## config.mk

```make
export PLATFORM = sky130hd
export DESIGN_NAME = tx_link_ctrl
export DESIGN_NICKNAME = d
export VERILOG_FILES = /design/src/rtl/tx_link_ctrl.sv
export SDC_FILE = /design/constraint.sdc
export NUM_CORES = 1
export LEC_CHECK = 0
export ABC_CLOCK_PERIOD_IN_PS = 1900
export BUFFER_PORTS_ARGS = -buffer_cell sky130_fd_sc_hd__buf_2
export CAP_MARGIN = 10
export CORE_MARGIN = 2
export CORE_UTILIZATION = 34
export CTS_CLUSTER_SIZE = 30
export DETAILED_ROUTE_END_ITERATION = 10
export PLACE_DENSITY = 0.63
export SLEW_MARGIN = 15
export SYNTH_ARGS = -nofsm -noshare
export SYNTH_HDL_FRONTEND = slang
export SYNTH_SLANG_ARGS = --single-unit
```

## constraint.sdc

```tcl
create_clock -name clk -period 1.9 [get_ports clk]
set_clock_uncertainty 0.1 [all_clocks]
set_input_delay 0.095 -clock clk [delete_from_list [all_inputs] [get_ports clk]]
set_output_delay 0.095 -clock clk [all_outputs]
set_load 0.02 [all_outputs]
```

## src/rtl/tx_link_ctrl.sv

```systemverilog
// Multi-lane transmit link-layer controller: CGS -> ILA -> DATA sequencing
// driven by SYNC~, with error-report and resync decoding.
module tx_link_ctrl #(
    parameter int LANES         = 4,
    parameter int RESYNC_FRAMES = 5,
    parameter int ERR_CNT_W     = 8
) (
    input  logic                   clk,
    input  logic                   rst_n,
    input  logic                   i_link_en,
    input  logic                   i_frame_strb,
    input  logic                   i_lmfc_strb,
    input  logic                   i_sync_n,
    input  logic [7:0]             i_F,
    input  logic [7:0]             i_ila_mf_len,
    input  logic [LANES-1:0]       i_lane_en,
    output logic [3*LANES-1:0]     o_link_mux,
    output logic [1:0]             o_state,
    output logic [7:0]             o_ila_mf_idx,
    output logic                   o_link_up,
    output logic                   o_err_pulse,
    output logic                   o_resync_pulse,
    output logic [ERR_CNT_W-1:0]   o_err_cnt
);

    typedef enum logic [1:0] {
        S_CGS  = 2'd0,
        S_WAIT = 2'd1,
        S_ILA  = 2'd2,
        S_DATA = 2'd3
    } state_t;

    localparam logic [3:0] LOW_THR = 4'(RESYNC_FRAMES - 1);

    state_t               r_state;
    state_t               w_state_nxt;
    logic [3:0]           r_kcnt;
    logic [3:0]           r_lowcnt;
    logic [3:0]           w_low_nxt;
    logic [3:0]           w_kmin;
    logic [7:0]           r_mf_idx;
    logic [7:0]           w_mf_nxt;
    logic [ERR_CNT_W-1:0] r_err_cnt;
    logic                 r_err_pulse;
    logic                 r_resync_pulse;
    logic                 r_sync_d;
    logic                 w_active;
    logic                 w_resync;
    logic                 w_err;
    logic [2:0]           w_code;

    always_comb begin
        w_kmin = 4'd2;
        unique case (1'b1)
            (i_F == 8'd0):                 w_kmin = 4'd10;
            (i_F == 8'd1):                 w_kmin = 4'd6;
            (i_F inside {8'd2, 8'd3}):     w_kmin = 4'd4;
            (i_F >= 8'd4 && i_F <= 8'd7):  w_kmin = 4'd3;
            default:                       w_kmin = 4'd2;
        endcase
    end

    always_comb begin
        w_low_nxt = r_lowcnt;
        if (i_sync_n)
            w_low_nxt = 4'd0;
        else if (i_frame_strb && r_lowcnt != 4'hf)
            w_low_nxt = r_lowcnt + 4'd1;
    end

    assign w_active = (r_state == S_ILA) || (r_state == S_DATA);
    assign w_resync = w_active && !i_sync_n && i_frame_strb
                    && (r_lowcnt == LOW_THR);
    // A rising edge with lowcnt=0 was shorter than a frame: ignored
    assign w_err = w_active && i_sync_n && !r_sync_d
                 && (r_lowcnt != 4'd0) && (r_lowcnt <= LOW_THR);

    always_comb begin
        w_state_nxt = r_state;
        w_mf_nxt    = r_mf_idx;
        if (!i_link_en) begin
            w_state_nxt = S_CGS;
            w_mf_nxt    = 8'd0;
        end else if (w_resync) begin
            w_state_nxt = S_CGS;
        end else begin
            unique case (r_state)
                S_CGS: begin
                    if (i_sync_n && r_kcnt >= w_kmin)
                        w_state_nxt = S_WAIT;
                end
                S_WAIT: begin
                    if (!i_sync_n) begin
                        w_state_nxt = S_CGS;
                    end else if (i_lmfc_strb) begin
                        w_state_nxt = S_ILA;
                        w_mf_nxt    = 8'd0;
                    end
                end
                S_ILA: begin
                    if (i_lmfc_strb) begin
                        if (r_mf_idx == i_ila_mf_len)
                            w_state_nxt = S_DATA;
                        else
                            w_mf_nxt = r_mf_idx + 8'd1;
                    end
                end
                S_DATA: w_state_nxt = S_DATA;
                default: w_state_nxt = S_CGS;
            endcase
        end
    end

    always_ff @(posedge clk or negedge rst_n) begin
        if (!rst_n) begin
            r_state  <= S_CGS;
            r_mf_idx <= 8'd0;
        end else begin
            r_state  <= w_state_nxt;
            r_mf_idx <= w_mf_nxt;
        end
    end

    always_ff @(posedge clk or negedge rst_n) begin
        if (!rst_n) begin
            r_kcnt         <= 4'd0;
            r_lowcnt       <= 4'd0;
            r_err_cnt      <= '0;
            r_err_pulse    <= 1'b0;
            r_resync_pulse <= 1'b0;
            r_sync_d       <= 1'b1;
        end else begin
            r_sync_d       <= i_sync_n;
            r_err_pulse    <= i_link_en && w_err;
            r_resync_pulse <= i_link_en && w_resync;
            if (!i_link_en) begin
                r_kcnt    <= 4'd0;
                r_lowcnt  <= 4'd0;
                r_err_cnt <= '0;
            end else begin
                r_lowcnt <= w_low_nxt;
                if (r_state != S_CGS)
                    r_kcnt <= 4'd0;
                else if (i_frame_strb && r_kcnt != 4'hf)
                    r_kcnt <= r_kcnt + 4'd1;
                if (w_err && !(&r_err_cnt))
                    r_err_cnt <= r_err_cnt + 1'b1;
            end
        end
    end

    always_comb begin
        w_code = 3'd1;
        unique case (r_state)
            S_ILA:   w_code = 3'd2;
            S_DATA:  w_code = 3'd0;
            default: w_code = 3'd1;
        endcase
    end

    always_comb begin
        o_link_mux = '0;
        for (int n = 0; n < LANES; n++)
            o_link_mux[3*n +: 3] = i_lane_en[n] ? w_code : 3'd1;
    end

    assign o_state        = r_state;
    assign o_ila_mf_idx   = r_mf_idx;
    assign o_link_up      = (r_state == S_DATA);
    assign o_err_pulse    = r_err_pulse;
    assign o_resync_pulse = r_resync_pulse;
    assign o_err_cnt      = r_err_cnt;

endmodule

```

==> results.yml, run 1 <==
hold_path:
  hp-class: "input port to flop"
cts:
  cts_tree: "yes"
  clkSlewWorstSetupHoldPaths_ns: 0.06
  cts_max_level: 2
  clockRootBuffer: "clkbuf_8"
  clkSinkCount: 29
  numCtsBuffers: 5
  clockBufferDepth: 2
  clock_latency_ns: 0.28
yosys:
  synth-main-ff-cell: "dfrtp_1"
  avgSynthCellArea_um2: 8.708
  ys_types: 45
  synth_edf_count: 0
  seq_area_frac_synth_pct: 37.10
  ys_async_sr_fraction_pct: 100.0
  synth.yosys.warnings: 0
  synth_area_um2: 1959
  synthCells: 225
  ys_seq_elements: 29
floorplan:
  die-area_um2: 6386
  core_um2: 5540
  die_x_um: 79.92
  ios: 59
  rows: 27
  start_util_pct: 35.37
  chipHeight_um: 79.92
setup_path:
  cp-start-kind: "flop"
  cp_max_fo: 7
  crit_type: "flop to flop"
  critPathRequiredTime_ns: 2.01
  end_kind: "flop"
  cp.arrival_ns: 2.04
final_layout:
  fin_util_pct: 49.48
  num_antenna_cells: 0
  filler_cell_count: 546
  fin_cells: 388
  layout_commonest_cell: "buf_2"
  nets: 350
  drive_gt1_share_pct: 37.97
  syn_to_final_growth_pct: 39.91
  final_cell_mix: "54 x buf_2, 35 x buf_4, 27 x dfrtp_1"
sta:
  setup_violations: 3
  min_period_over_period_pct: 101.7
  finalCriticalPeriod_ns: 1.932
  worstMarginPinSlew_ns: 0.6760
  clock.fmax_ghz: 0.5176
  worst_slack_ns: -0.03212
  hold_viol: 0
  maxSlewViolCount: 0
  rsz0062_at_grt: "true"
  slew_headroom_pct: 54.93
job:
  max-cap-violations: 0
grt:
  grt_pass1_vias: 1832
  grt_max_degree: 30
  track_usage_pct: 15.64
  grt_pass1_wl_um: 7914
  overflow: 0
  antenna_found_initial: 0
drt:
  vias: 1960
  drtAntennaViolNets: 0
  via_per_inst: 5.052
  drc_errors: 0
  drt-initial-drc-count: 119
  wirelength_um: 4886
  dr.pass1.iters: 4
  wl_per_cell_um: 12.59
place:
  placedCellCount: 372
  post-place-ws_ns: -0.2184
  hpwl_um: 3523
  io_buffers: 54
  gp_congestion: 0.8960
power:
  vdd_drop_max_v: 0.0002090
  total_power_uw: 1347
  powerDensity_nw_per_um2: 491.2
  p_leak_uw: 0.001322
outcome:
  violations: "setup timing"
  status: "finished with violations"
-- routing by layer --
metal | vias to the layer above | wire (um) | GRT usage, %
met5 | - | 0 | 0
met4 | 0 | 57 | 4.237
met3 | 6 | 240 | 3.846
met2 | 50 | 2421 | 27.67
met1 | 927 | 2166 | 18.76
li1 | 977 | - | -
-- cell type report --
| type | count | area (um^2) | share of cell area, % |
|---|---|---|---|
| clock buffers | 8 | 90.09 | 3.286 |
| inverters | 6 | 22.52 | 0.8215 |
| multi-input cells | 182 | 1257 | 45.87 |
| well taps | 72 | 90.09 | 3.286 |
| repair buffers | 91 | 553.0 | 20.17 |
| flip-flops and latches | 29 | 728.2 | 26.56 |
-- worst max-delay path: stages, from the launching register on --
cell	delay, ns
dfrtp_1	0.36
inv_2	0.06
ha_4	0.16
xor2_2	0.15
nor4b_4	0.29
nand2_4	0.12
or4_1	0.49
a21oi_1	0.13
-- worst paths after layout --
path	startpoint	end	slack, ns	cells after the start
min in group asynchronous	rst_n	o_state[0]$_DFFE_PN0P_	0.29	2
worst max-delay path	r_lowcnt[0]$_DFFE_PN0P_	o_err_cnt[5]$_DFFE_PN0P_	-0.03	7
max in group asynchronous	rst_n	o_ila_mf_idx[2]$_DFFE_PN0P_	0.93	2
worst min-delay path	i_frame_strb	r_lowcnt[1]$_DFFE_PN0P_	0.04	3
worst max register to register	r_lowcnt[0]$_DFFE_PN0P_	o_err_cnt[5]$_DFFE_PN0P_	-0.03	7
worst min register to register	r_kcnt[1]$_DFFE_PN0P_	r_kcnt[1]$_DFFE_PN0P_	0.48	2
-- timing repair --
item / CTS / global route
pin swaps: 5 / 7
setup endpoints to repair: 3 / 13
hold buffers: 2 / 0
gates resized for setup: 3 / 12
buffers inserted: 4 / 2
endpoints found under the hold margin: 29 / 0
-- kinds of logic (layout without fill, tap and decap cells) --
family,Yosys count,after routing,synth area share [%]
simple gates,113,113,30.91
compound gates,36,36,12.32
flops,29,29,37.10
buf+inv,17,105,4.534
xor+xnor,16,16,7.152
fa+ha+maj,9,9,5.747
mux,4,4,2.044
other cells,1,4,0.1914
-- flip-flops by register name, indices dropped and copies added (netlist names) --
name            count
r_sync_d            1
o_err_cnt           8
r_kcnt              4
o_state             2
o_err_pulse         1
o_resync_pulse      1
r_lowcnt            4
o_ila_mf_idx        8
-- cells in the mapped netlist (3+ instances only) --
master     number  area share, %
a21oi_1        10            2.6
a31oi_1         4            1.3
and2_1          5            1.6
buf_4           6            2.3
clkbuf_1        3           0.57
dfrtp_1        28             36
ha_1            9            5.7
inv_1           6            1.1
mux2i_1         4            2.0
nand2_1        26            5.0
nand2b_1        7            2.2
nand3_1        15            3.8
nand4_1         4            1.3
nor2_1         22            4.2
nor2b_1         4            1.3
nor3_1          8            2.0
nor4_1          5            1.6
o21ai_0         7            1.8
o2bb2ai_1       3            1.3
o31ai_1         3            1.1
or4_1           4            1.5
xnor2_1         4            1.8
xor2_1         12            5.4
-- power breakdown --
| group | switching [uW] | internal, uW | total [uW] |
|---|---|---|---|
| logic | 111 | 76.9 | 188 |
| clock network | 225 | 295 | 520 |
| registers | 10.4 | 629 | 639 |
| total | 346 | 1000 | 1350 |
-- stage by stage --
stage               area, um^2  setup TNS [ns]  hold WS, ns
floorplan                 1999         -0.4237      -0.3006
global placement          2511         -0.2253      0.07444
detailed placement        2511         -0.3443      0.07580
CTS                       2674         -0.2147      0.02887
global route              2741         -0.4634      0.04923
finish                    2741        -0.05679      0.04128
(Power assumes the default switching activity.)
==> run 2: changes to the inputs <==
--- a/config.mk
+++ b/config.mk
@@ -8,11 +8,13 @@
 export ABC_CLOCK_PERIOD_IN_PS = 1900
 export BUFFER_PORTS_ARGS = -buffer_cell sky130_fd_sc_hd__buf_2
 export CAP_MARGIN = 10
+export CELL_PAD_IN_SITES_DETAIL_PLACEMENT = 0
+export CELL_PAD_IN_SITES_GLOBAL_PLACEMENT = 1
 export CORE_MARGIN = 2
 export CORE_UTILIZATION = 34
 export CTS_CLUSTER_SIZE = 30
 export DETAILED_ROUTE_END_ITERATION = 10
-export PLACE_DENSITY = 0.63
+export PLACE_DENSITY = 0.8
 export SLEW_MARGIN = 15
 export SYNTH_ARGS = -nofsm -noshare
 export SYNTH_HDL_FRONTEND = slang
==> results.yml, run 2 (same netlist as run 1, synthesis figures left out) <==
outcome:
  status: "finished with violations"
  violations: "setup timing"
drt:
  via_per_inst: 5.023
  vias: 1964
  drt-initial-drc-count: 97
  drtAntennaViolNets: 0
  drc_errors: 0
  wl_per_cell_um: 12.39
  wirelength_um: 4845
  dr.pass1.iters: 4
floorplan:
  die_x_um: 79.92
  start_util_pct: 35.37
  core_um2: 5540
  ios: 59
  die-area_um2: 6386
  chipHeight_um: 79.92
  rows: 27
cts:
  clockRootBuffer: "clkbuf_8"
  clkSinkCount: 29
  numCtsBuffers: 5
  cts_tree: "yes"
  clock_latency_ns: 0.28
  clockBufferDepth: 2
  clkSlewWorstSetupHoldPaths_ns: 0.06
  cts_max_level: 2
setup_path:
  cpLargestDelayFamily: "simple AND/OR/NAND/NOR gates"
  r2r-start: "r_lowcnt[0]$_DFFE_PN0P_"
  r2r-end: "o_err_cnt[7]$_DFFE_PN0P_"
  cp.arrival_ns: 2.04
  rr_worst_depth: 7
  critPathMaxStageDelay_ns: 0.49
  crit_end: "o_err_cnt[7]$_DFFE_PN0P_"
  critPathRequiredTime_ns: 2.02
  crit_type: "flop to flop"
  crit_chain: "inv_2 -> ha_4 -> xor2_2 -> nor4b_4 -> nand2_4 -> or4_4 -> a21oi_2"
  crit_cells: 7
  end_kind: "flop"
  cp-startpoint: "r_lowcnt[0]$_DFFE_PN0P_"
  cp_num_buf_inv: 1
  reg2reg_slack_ns: -0.02
  cp_max_fo: 7
  cp-start-kind: "flop"
  slowest_stage: "or4_4"
final_layout:
  regArea_um2: 729.5
  final_cell_mix: "54 x buf_2, 38 x buf_4, 26 x nand2_1, 26 x dfrtp_1, 22 x nor2_1"
  num_antenna_cells: 0
  layout_commonest_cell: "buf_2"
  filler_cell_count: 548
  fin_cells: 391
  drive_gt1_share_pct: 41.07
  syn_to_final_growth_pct: 42.02
  nets: 353
  multi_input_area_um2: 1282
sta:
  tns_ns: -0.04911
  clock.fmax_ghz: 0.5212
  rsz0062_at_grt: "true"
  finalCriticalPeriod_ns: 1.919
  maxSlewViolCount: 0
  hold_viol: 0
  worst_slack_ns: -0.01868
  setup_violations: 3
  min_period_over_period_pct: 101.0
  slew_headroom_pct: 57.24
  worstMarginPinSlew_ns: 0.6413
grt:
  track_usage_pct: 15.92
  grt_pass1_vias: 1932
  antenna_found_initial: 0
  overflow: 0
  busiest_layer: "met2"
  grt_use_met3_pct: 4.525
  grt_pass1_wl_um: 8128
  grt_max_degree: 30
  grt_use_met1_pct: 18.18
  gr-usage-met2_pct: 28.92
place:
  gp_congestion: 0.8506
  placedCellCount: 375
  hpwl_um: 3668
  io_buffers: 54
hold_path:
  hp-class: "input port to flop"
power:
  powerDensity_nw_per_um2: 474.0
  p_leak_uw: 0.001344
  vdd_drop_max_v: 0.0002993
job:
  max-cap-violations: 0
-- run 2: changes by cell type in the layout (fill, tap and decap cells not counted), sizes merged --
| cell | change |
|---|---|
| clkbuf | -2 |
| buf | +3 |
| clkinv | +2 |
-- run 2: cell type report --
cell class,instances,area share [%]
repair buffers,94,20.68
inverters,6,0.8094
clock buffers,6,2.608
clock inverters,2,0.3597
well taps,72,3.237
flip-flops and latches,29,26.21
multi-input cells,182,46.09
-- run 2: power by group --
part	leakage, uW	switching, uW	internal [uW]
combinational	0.000902	113	79.8
sequential	0.000396	10.0	629
clock	0.0000450	235	253
-- run 2: how the worst min path moves through the flow --
stage | startpoint | endpoint | slack, ns | cells past startpoint
5_1_grt | i_frame_strb | r_kcnt[1]$_DFFE_PN0P_ | 0.05 | 3
2_1_floorplan | rst_n | o_err_cnt[0]$_DFFE_PN0P_ | -0.30 | 0
6_report | i_frame_strb | r_lowcnt[1]$_DFFE_PN0P_ | 0.03 | 3
3_5_place_dp | rst_n | o_err_pulse$_DFF_PN0_ | 0.06 | 1
3_3_place_gp | rst_n | o_err_cnt[6]$_DFFE_PN0P_ | 0.07 | 1
4_1_cts | i_frame_strb | r_kcnt[1]$_DFFE_PN0P_ | 0.02 | 3
-- run 2: repair_timing --
action / CTS / global route
endpoints found under the hold margin: 29 / 0
pin swaps: 5 / 6
setup endpoints to repair: 3 / 15
gates resized for setup: 5 / 19
buffers inserted: 5 / 2
hold buffers: 2 / 0
-- run 2: routing by layer --
layer	share of wire (%)	vias to the layer above
li1	-	981
met1	45	937
met2	49	40
met3	4.7	6
met4	1.3	0
met5	0	-
-- run 2: stage by stage --
stage | instance area [um^2] | hold WS (ns) | setup slack [ns] | utilization [%] | total power (uW)
after CTS | 2700 | 0.02228 | -0.07269 | 48.74 | 1325
after global routing | 2783 | 0.05381 | -0.1111 | 50.23 | 1383
after floorplan | 1999 | -0.3006 | -0.1095 | - | 752.3
after detailed placement | 2534 | 0.06144 | -0.2048 | 45.73 | 826.7
final | 2783 | 0.02645 | -0.01868 | 50.23 | 1319
after global placement | 2534 | 0.06926 | -0.1592 | 45.73 | 824.3
-- run 2: tightest hold or removal path, stage by stage --
cell and delay (ns):
buf_2 0.14, nand3_1 0.07, a21oi_1 0.06
